$ cat src/rtl/vvp_accum.sv
// vvp_accum: bit-serial Horner accumulator for the vvp tree.
// Combines one signed partial dot product per data bit-plane, MSB plane first,
// into a full-precision signed result. For two's-complement data the MSB plane
// carries negative weight, which is realised by negating the first plane.
module vvp_accum #(
  parameter  int N    = 64,
  parameter  int MAXP = 8,
  localparam int SW   = $clog2(N) + 2,
  localparam int AW   = SW + MAXP,
  localparam int PW   = $clog2(MAXP + 1)
) (
  input  logic                 clk,
  input  logic                 rst,
  input  logic [PW-1:0]        prec,
  input  logic                 dsigned,
  input  logic                 in_valid,
  input  logic                 in_first,
  input  logic signed [SW-1:0] in_s,
  output logic                 out_valid,
  output logic signed [AW-1:0] out_acc,
  output logic                 busy,
  output logic                 err
);

  localparam logic [PW-1:0] MAXP_P = PW'(MAXP);
  localparam logic [PW-1:0] ONE_P  = PW'(1);

  typedef enum logic {
    IDLE = 1'b0,
    ACC  = 1'b1
  } state_t;

  state_t                state_q, state_d;
  logic signed [AW-1:0]  acc_q, acc_d;
  logic        [PW-1:0]  cnt_q, cnt_d;
  logic        [PW-1:0]  p_q, p_d;
  logic signed [AW-1:0]  out_acc_q, out_acc_d;
  logic                  out_valid_q, out_valid_d;
  logic                  err_q, err_d;

  // Working values derived from the current input plane.
  logic signed [AW-1:0]  in_ext;
  logic signed [AW-1:0]  first_val;
  logic signed [AW-1:0]  horner_val;
  logic        [PW-1:0]  p_eff;

  // Sign-extend the plane; the first plane of signed data is negated, later planes are Horner-added.
  always_comb begin
    in_ext     = {{(AW-SW){in_s[SW-1]}}, in_s};
    first_val  = dsigned ? -in_ext : in_ext;
    horner_val = (acc_q <<< 1) + in_ext;
  end

  // Legalise the requested precision: 0 acts as 1, anything above MAXP is clamped.
  always_comb begin
    p_eff = prec;
    if (prec == '0) begin
      p_eff = ONE_P;
    end else if (prec > MAXP_P) begin
      p_eff = MAXP_P;
    end
  end

  // Next-state and datapath control for the IDLE/ACC word sequencer.
  always_comb begin
    state_d     = state_q;
    acc_d       = acc_q;
    cnt_d       = cnt_q;
    p_d         = p_q;
    out_acc_d   = out_acc_q;
    out_valid_d = 1'b0;
    err_d       = 1'b0;

    if (in_valid) begin
      if (in_first) begin
        // A first plane while a word is open aborts that word; it is never reported.
        if (state_q == ACC) begin
          err_d = 1'b1;
        end
        // Start a new word (identical from IDLE or after an abort).
        acc_d = first_val;
        p_d   = p_eff;
        cnt_d = p_eff - ONE_P;
        if (p_eff == ONE_P) begin
          // Single-plane word completes immediately.
          out_acc_d   = first_val;
          out_valid_d = 1'b1;
          state_d     = IDLE;
        end else begin
          state_d = ACC;
        end
      end else begin
        if (state_q == ACC) begin
          acc_d = horner_val;
          cnt_d = cnt_q - ONE_P;
          if (cnt_q == ONE_P) begin
            // Last plane of the word: publish and return to IDLE.
            out_acc_d   = horner_val;
            out_valid_d = 1'b1;
            state_d     = IDLE;
          end
        end else begin
          // Continuation plane with no open word: drop it and flag the protocol error.
          err_d = 1'b1;
        end
      end
    end
    // Without in_valid everything holds: a stall in ACC freezes acc and cnt indefinitely.
  end

  // State and datapath registers; reset discards any partial word.
  always_ff @(posedge clk) begin
    if (rst) begin
      state_q     <= IDLE;
      acc_q       <= '0;
      cnt_q       <= '0;
      p_q         <= '0;
      out_acc_q   <= '0;
      out_valid_q <= 1'b0;
      err_q       <= 1'b0;
    end else begin
      state_q     <= state_d;
      acc_q       <= acc_d;
      cnt_q       <= cnt_d;
      p_q         <= p_d;
      out_acc_q   <= out_acc_d;
      out_valid_q <= out_valid_d;
      err_q       <= err_d;
    end
  end

  assign out_valid = out_valid_q;
  assign out_acc   = out_acc_q;
  assign err       = err_q;
  assign busy      = (state_q == ACC);

endmodule

$ cat config.mk
export PLATFORM = sky130hd
export DESIGN_NAME = vvp_accum
export DESIGN_NICKNAME = d
export VERILOG_FILES = /design/src/rtl/vvp_accum.sv
export SDC_FILE = /design/constraint.sdc
export NUM_CORES = 1
export LEC_CHECK = 0
export BUFFER_PORTS_ARGS = -buffer_cell sky130_fd_sc_hd__buf_4
export CAP_MARGIN = 20
export CORE_ASPECT_RATIO = 1.5
export CORE_UTILIZATION = 57
export CTS_CLUSTER_DIAMETER = 200
export CTS_CLUSTER_SIZE = 8
export DETAILED_ROUTE_END_ITERATION = 10
export PLACE_DENSITY = 0.89
export SYNTH_ARGS = -nofsm -noshare
export SYNTH_HDL_FRONTEND = slang
export SYNTH_SLANG_ARGS = --single-unit
$ cat constraint.sdc
create_clock -name clk -period 2.7 [get_ports clk]
set_input_delay 0.54 -clock clk [delete_from_list [all_inputs] [get_ports clk]]
set_output_delay 0.54 -clock clk [all_outputs]
set_load 0.02 [all_outputs]
==> results of run 1 <==
-- tightest hold or removal path, delay by kind of cell (launching register included) --
family           cells  cell delay (ns)
AND/OR/NAND/NOR      1             0.05
AO/OA/AOI/OAI        1             0.05
flip-flops           1             0.31
-- logic make-up after synthesis --
group                    Yosys count  share of synthesized area (%)
XOR/XNOR                          16                           5.62
AO/OA/AOI/OAI                    109                           26.9
adder cells (fa/ha/maj)           22                           11.3
AND/OR/NAND/NOR                  100                           18.9
multiplexers                       5                           2.06
flip-flops                        38                           30.5
buffers and inverters             29                           4.67
-- cell usage after synthesis, drive strengths merged (2+ instances only) --
master	number	share of area (%)
inv	13	2.0
clkbuf	9	1.4
mux2i	4	1.6
a31o	3	1.1
o21bai	2	0.60
dfxtp	38	31
o21ai	26	5.5
a21oi	41	8.2
xor2	4	1.4
nor4	2	0.75
xnor2	12	4.2
a31oi	5	1.3
a22oi	3	0.90
nor2	30	4.5
and2	2	0.60
a21boi	3	0.90
nand2	34	5.1
nor2b	4	1.0
nor3	6	1.2
a311oi	4	1.4
nand2b	6	1.5
a21o	4	1.2
nand3	7	1.4
buf	7	1.4
or3	3	0.75
a211oi	9	2.7
o41ai	3	1.1
ha	21	11
-- report_power, final --
group | total [mW] | internal (mW) | switching [mW]
sequential | 0.611 | 0.591 | 0.0198
combinational | 0.404 | 0.171 | 0.233
clock | 0.503 | 0.296 | 0.208
-- state kept, by name, indices dropped and copies added, names as in the netlist --
signal,flops
out_valid,1
err,1
busy,1
out_acc,16
acc_q,15
cnt_q,4
-- metrics by stage --
step	TNS (ns)	power (mW)	std cells
CTS	0	1.52	399
floorplan	0	0.905	319
global placement	0	1.01	392
detailed placement	-0.0557	1.02	392
global route	0	1.58	399
finish	0	1.52	399
-- worst max-delay path by stage --
stage             endpoint  cells after the start     from
3_5_place_dp   out_acc[13]                      9  in_s[1]
6_report       out_acc[13]                      9  in_s[1]
2_1_floorplan    acc_q[13]                      8  in_s[1]
3_3_place_gp   out_acc[13]                      9  in_s[1]
5_1_grt        out_acc[13]                      9  in_s[1]
4_1_cts        out_acc[13]                      9  in_s[1]
-- per-layer routing --
metal | track usage [%] | wire [µm]
met3 | 3.89 | 237
met4 | 14.9 | 250
met1 | 29.2 | 2450
met2 | 49.8 | 3270
met5 | 0 | 0
-- area by class of cell --
| class | instances | area (µm²) | share of cell area (%) |
|---|---|---|---|
| inverters | 13 | 48.8 | 1.67 |
| clock buffers | 6 | 82.6 | 2.83 |
| repair buffers | 43 | 323 | 11.1 |
| multi-input cells | 252 | 1620 | 55.4 |
| clock inverters | 1 | 30.0 | 1.03 |
| flip-flops and latches | 38 | 761 | 26.1 |
| well taps | 46 | 57.6 | 1.97 |
==> results.toml, run 1 <==
[routing]
drt_pass1_iterations = 4
drt_iter0_drc = 167
drt-vias-per-instance = 6.18
ant_nets = 0
via_count = 2465
wl_mm = 6.20
drc = 0
wire_per_inst_um = 15.5

[worst_setup_path]
r2r-start = "acc_q[0]"
cp.arrival_ns = 2.65
cp.buffers_inverters = 1
worstSetupStartpointType = "primary input"
path_delay_family = "compound AO/OA/AOI/OAI gates"
path_max_fanout = 5
reg2regPathDepth = 8
reg2reg_to = "out_acc[13]"
required_ns = 2.90
crit_slowest_cell = "fa_1"
path_class = "in2reg"
r2r_slack_ns = 0.32
path_cells = "buf_4 -> ha_1 -> fa_1 -> a21oi_1 -> nand4b_1 -> nand2_1 -> a41oi_1 -> mux2_2 -> a311oi_1"
cp-end-kind = "register"
cp_slowest_stage_delay_ns = 0.41

[clock_network]
numCtsBuffers = 5
root_buffer = "clkbuf_8"
clk_latency_ns = 0.29
cts_tree = "done"
path_clk_slew_ns = 0.08
clock-sinks = 38
ctsHtreeMaxLevel = 2
ctsResizeCount = 0
holdBufCountCts = 0
clockBufferDepth = 2
postCtsSetupBuffers = 0

[layout]
fin_nets = 392
drive_gt1_share_pct = 16.4
final_common_cell = "buf_4"
utilization_pct = 69.4
nFillCells = 346
area_growth_pct = 17.1
n_antenna_cell = 0
final_cell_mix = "43 x buf_4, 41 x a21oi_1, 38 x dfxtp_1, 34 x nand2_1, 30 x nor2_1"
final_area_mm2 = 0.00292

[synth]
syn_avg_cell_area_um2 = 7.82
synthesis.instances = 319
synth_edf_count = 0
syn_area_mm2 = 0.00249
syn_nets = 358
ys_seq_area_share_pct = 30.5
yosys_warnings = 0
synth_cell_types = 50
synth_flop_cell = "dfxtp_1"
synthArstFlopShare_pct = 0
synth_seq_cells = 38

[place]
dp_hpwl_mm = 4.57
place_congestion = 0.956
io_buffers = 35
dpl-instance-area_mm2 = 0.00281
dp_slack_ns = -0.0409

[timing]
max_slew_margin_pct = 63.7
rsz0062_at_grt = "false"
fin_crit_ns = 2.45
slew_violations = 0
setup_violations = 0
whs_ns = 0.458
fmax_ghz = 0.408
hold_violations = 0
worst_slew_pin_slew_ns = 0.544
period_share_pct = 90.7
fin_skew_ns = 0.00604
worst_slack_ns = 0.251

[floorplanning]
start_util_pct = 59.2
die-area_mm2 = 0.00465
die_x_um = 56.0
core_area_mm2 = 0.00421
rows = 29
die_h_um = 83.0
pin_count = 36

[pwr]
vdd_drop_max_mv = 0.495
power_density_mw_per_mm2 = 520
leakagePower_nw = 1.24

[grt]
antenna_found_initial = 0
grt.total_usage_pct = 27.2
grt_pass1_vias = 2330
grt_pass1_wl_mm = 10.2
grt_remaining_overflow = 0
grt_start_max_net_pins = 29

[outcome]
status = "finished clean"

[min_path]
min_path_type = "reg2reg"
hold_end = "out_acc[4]"
worstHoldStart = "out_acc[4]"
worstHoldPathCells = 2

[run]
cap_violations = 0
(Power assumes the default switching activity.)
==> run 2, diff against run 1 <==
==> config.mk (replaced) <==
export PLATFORM = sky130hd
export DESIGN_NAME = vvp_accum
export DESIGN_NICKNAME = d
export VERILOG_FILES = /design/src/rtl/vvp_accum.sv
export SDC_FILE = /design/constraint.sdc
export NUM_CORES = 1
export LEC_CHECK = 0
export CAP_MARGIN = 20
export CORE_ASPECT_RATIO = 1.5
export CORE_UTILIZATION = 60
export CTS_CLUSTER_DIAMETER = 200
export CTS_CLUSTER_SIZE = 8
export DETAILED_ROUTE_END_ITERATION = 10
export DONT_BUFFER_PORTS = 1
export PLACE_DENSITY = 0.85
export SYNTH_ARGS = -nofsm -noshare
export SYNTH_HDL_FRONTEND = slang
export SYNTH_SLANG_ARGS = --single-unit
==> run 2 against run 1 <==
Utilization shrank 3.0 points. Power shrank 5.4%. Sequential share of layout area grew 2.9 points. Non-clock buffer count shrank 38. Worst hold slack lost 0.15 ns. Register-to-register slack lost 0.02 ns. Die area shrank 4.9%. Clock-buffer cell count grew 1. Largest cell class unchanged. Highest routed layer unchanged.
==> results.toml, run 2 (synthesis results as in run 1) <==
[worst_setup_path]
path_cells = "ha_1 -> fa_1 -> a21oi_1 -> nand4b_1 -> nand2_1 -> a41oi_1 -> mux2_2 -> a311oi_1"
critPathLaunch = "acc_q[0]"
worstSetupStartpointType = "register"
required_ns = 2.90
reg2reg_to = "acc_q[13]"
cp_slowest_stage_delay_ns = 0.42
reg2regPathDepth = 8
cp.arrival_ns = 2.61
r2r_slack_ns = 0.30
r2r-start = "acc_q[0]"
crit_slowest_cell = "fa_1"
path_class = "reg2reg"
cp-end-kind = "register"
path_max_fanout = 3

[layout]
fin_nets = 354
n_antenna_cell = 0
drive_gt1_share_pct = 6.01
final_area_mm2 = 0.00263
utilization_pct = 66.3
largest_reg_flops = 16
final_common_cell = "a21oi_1"
final_cell_mix = "41 x a21oi_1, 38 x dfxtp_1, 34 x nand2_1, 30 x nor2_1"
area_growth_pct = 5.32
finalNonFillerCells = 361

[outcome]
status = "finished clean"

[timing]
rsz0062_at_grt = "false"
worst_slew_pin_slew_ns = 0.537
max_slew_margin_pct = 64.2
hold_violations = 0
fmax_ghz = 0.416
fin_tns_setup_ns = 0
period_share_pct = 89.0
setup_violations = 0
fin_crit_ns = 2.40
slew_violations = 0
whs_ns = 0.307
fin_skew_ns = 0.00576

[routing]
drt_pass1_iterations = 4
drt_iter0_drc = 81
drt-vias-per-instance = 6.38
via_count = 2303
ant_nets = 0
wl_mm = 6.06
drc = 0
wire_per_inst_um = 16.8

[min_path]
worstHoldStart = "rst"
min_path_type = "in2reg"
hold_end = "out_acc[14]"
worstHoldPathCells = 1

[clock_network]
postCtsSetupBuffers = 0
clockBufferDepth = 2
ctsResizeCount = 0
cts_tree = "done"
root_buffer = "clkbuf_8"
ctsHtreeMaxLevel = 2
holdBufCountCts = 0
clock-sinks = 38
clk_latency_ns = 0.29
numCtsBuffers = 5
path_clk_slew_ns = 0.07

[floorplanning]
die-area_mm2 = 0.00442
core_area_mm2 = 0.00396
start_util_pct = 63.0
die_h_um = 81.0
pin_count = 36
die_x_um = 54.6
rows = 28

[pwr]
power_density_mw_per_mm2 = 547
leakagePower_nw = 1.04
vdd_drop_max_mv = 0.428

[place]
io_buffers = 0
place_congestion = 0.935
dp_hpwl_mm = 4.48
place_inst = 353
dpl-instance-area_mm2 = 0.00252

[grt]
grt.total_usage_pct = 29.7
grt_pass1_wl_mm = 9.56
grt_start_max_net_pins = 29
grt_remaining_overflow = 0
grt_pass1_vias = 2112
antenna_found_initial = 0

[run]
cap_violations = 0
-- run 2: changes by cell type in the layout (fill, tap and decap cells not counted), sizes merged --
cell	before	now
clkbuf	6	7
buf	43	5
-- run 2: through the flow --
stage	setup slack, ns	power (mW)
3_3_place_gp	0.146	0.955
3_5_place_dp	0.0829	0.965
6_report	0.296	1.44
5_1_grt	0.113	1.50
2_1_floorplan	0.267	0.905
4_1_cts	0.304	1.44
-- run 2: cell type report --
class | count | area (µm²)
fill | 340 | 1330
clock buffer | 7 | 76.3
tap | 45 | 56.3
timing repair buffer | 5 | 37.5
sequential | 38 | 761
clock inverter | 1 | 30.0
inverter | 13 | 48.8
multi-input combinational | 252 | 1620
-- run 2: worst max path at each step --
stage,end,cells after the start
final,acc_q[13],8
after global routing,acc_q[13],8
after CTS,acc_q[13],8
after detailed placement,out_acc[13],8
after global placement,acc_q[13],8
after floorplan,acc_q[13],8
-- run 2: power breakdown --
part | total, mW | switching [mW] | internal [mW] | leakage (nW)
Clock | 0.478 | 0.201 | 0.276 | 0.0524
Sequential | 0.621 | 0.0304 | 0.591 | 0.310
Combinational | 0.338 | 0.194 | 0.143 | 0.679
Total | 1.44 | 0.426 | 1.01 | 1.04
-- run 2: routing by layer --
layer | up-vias | wire (µm) | part of all wire (%) | track usage [%]
met3 | 22 | 319 | 5.3 | 5.99
li1 | 1134 | - | - | -
met2 | 80 | 3160 | 52 | 51.2
met1 | 1067 | 2320 | 38 | 32.5
met4 | 0 | 268 | 4.4 | 15.4
met5 | - | 0 | 0 | 0
-- run 2: critical path, delay by kind of cell (launching register included) --
kind                     cells  cell delay, ns
AO/OA/AOI/OAI                3            0.68
flip-flops                   1            0.32
adder cells (fa/ha/maj)      2            0.64
AND/OR/NAND/NOR              2            0.29
multiplexers                 1            0.37
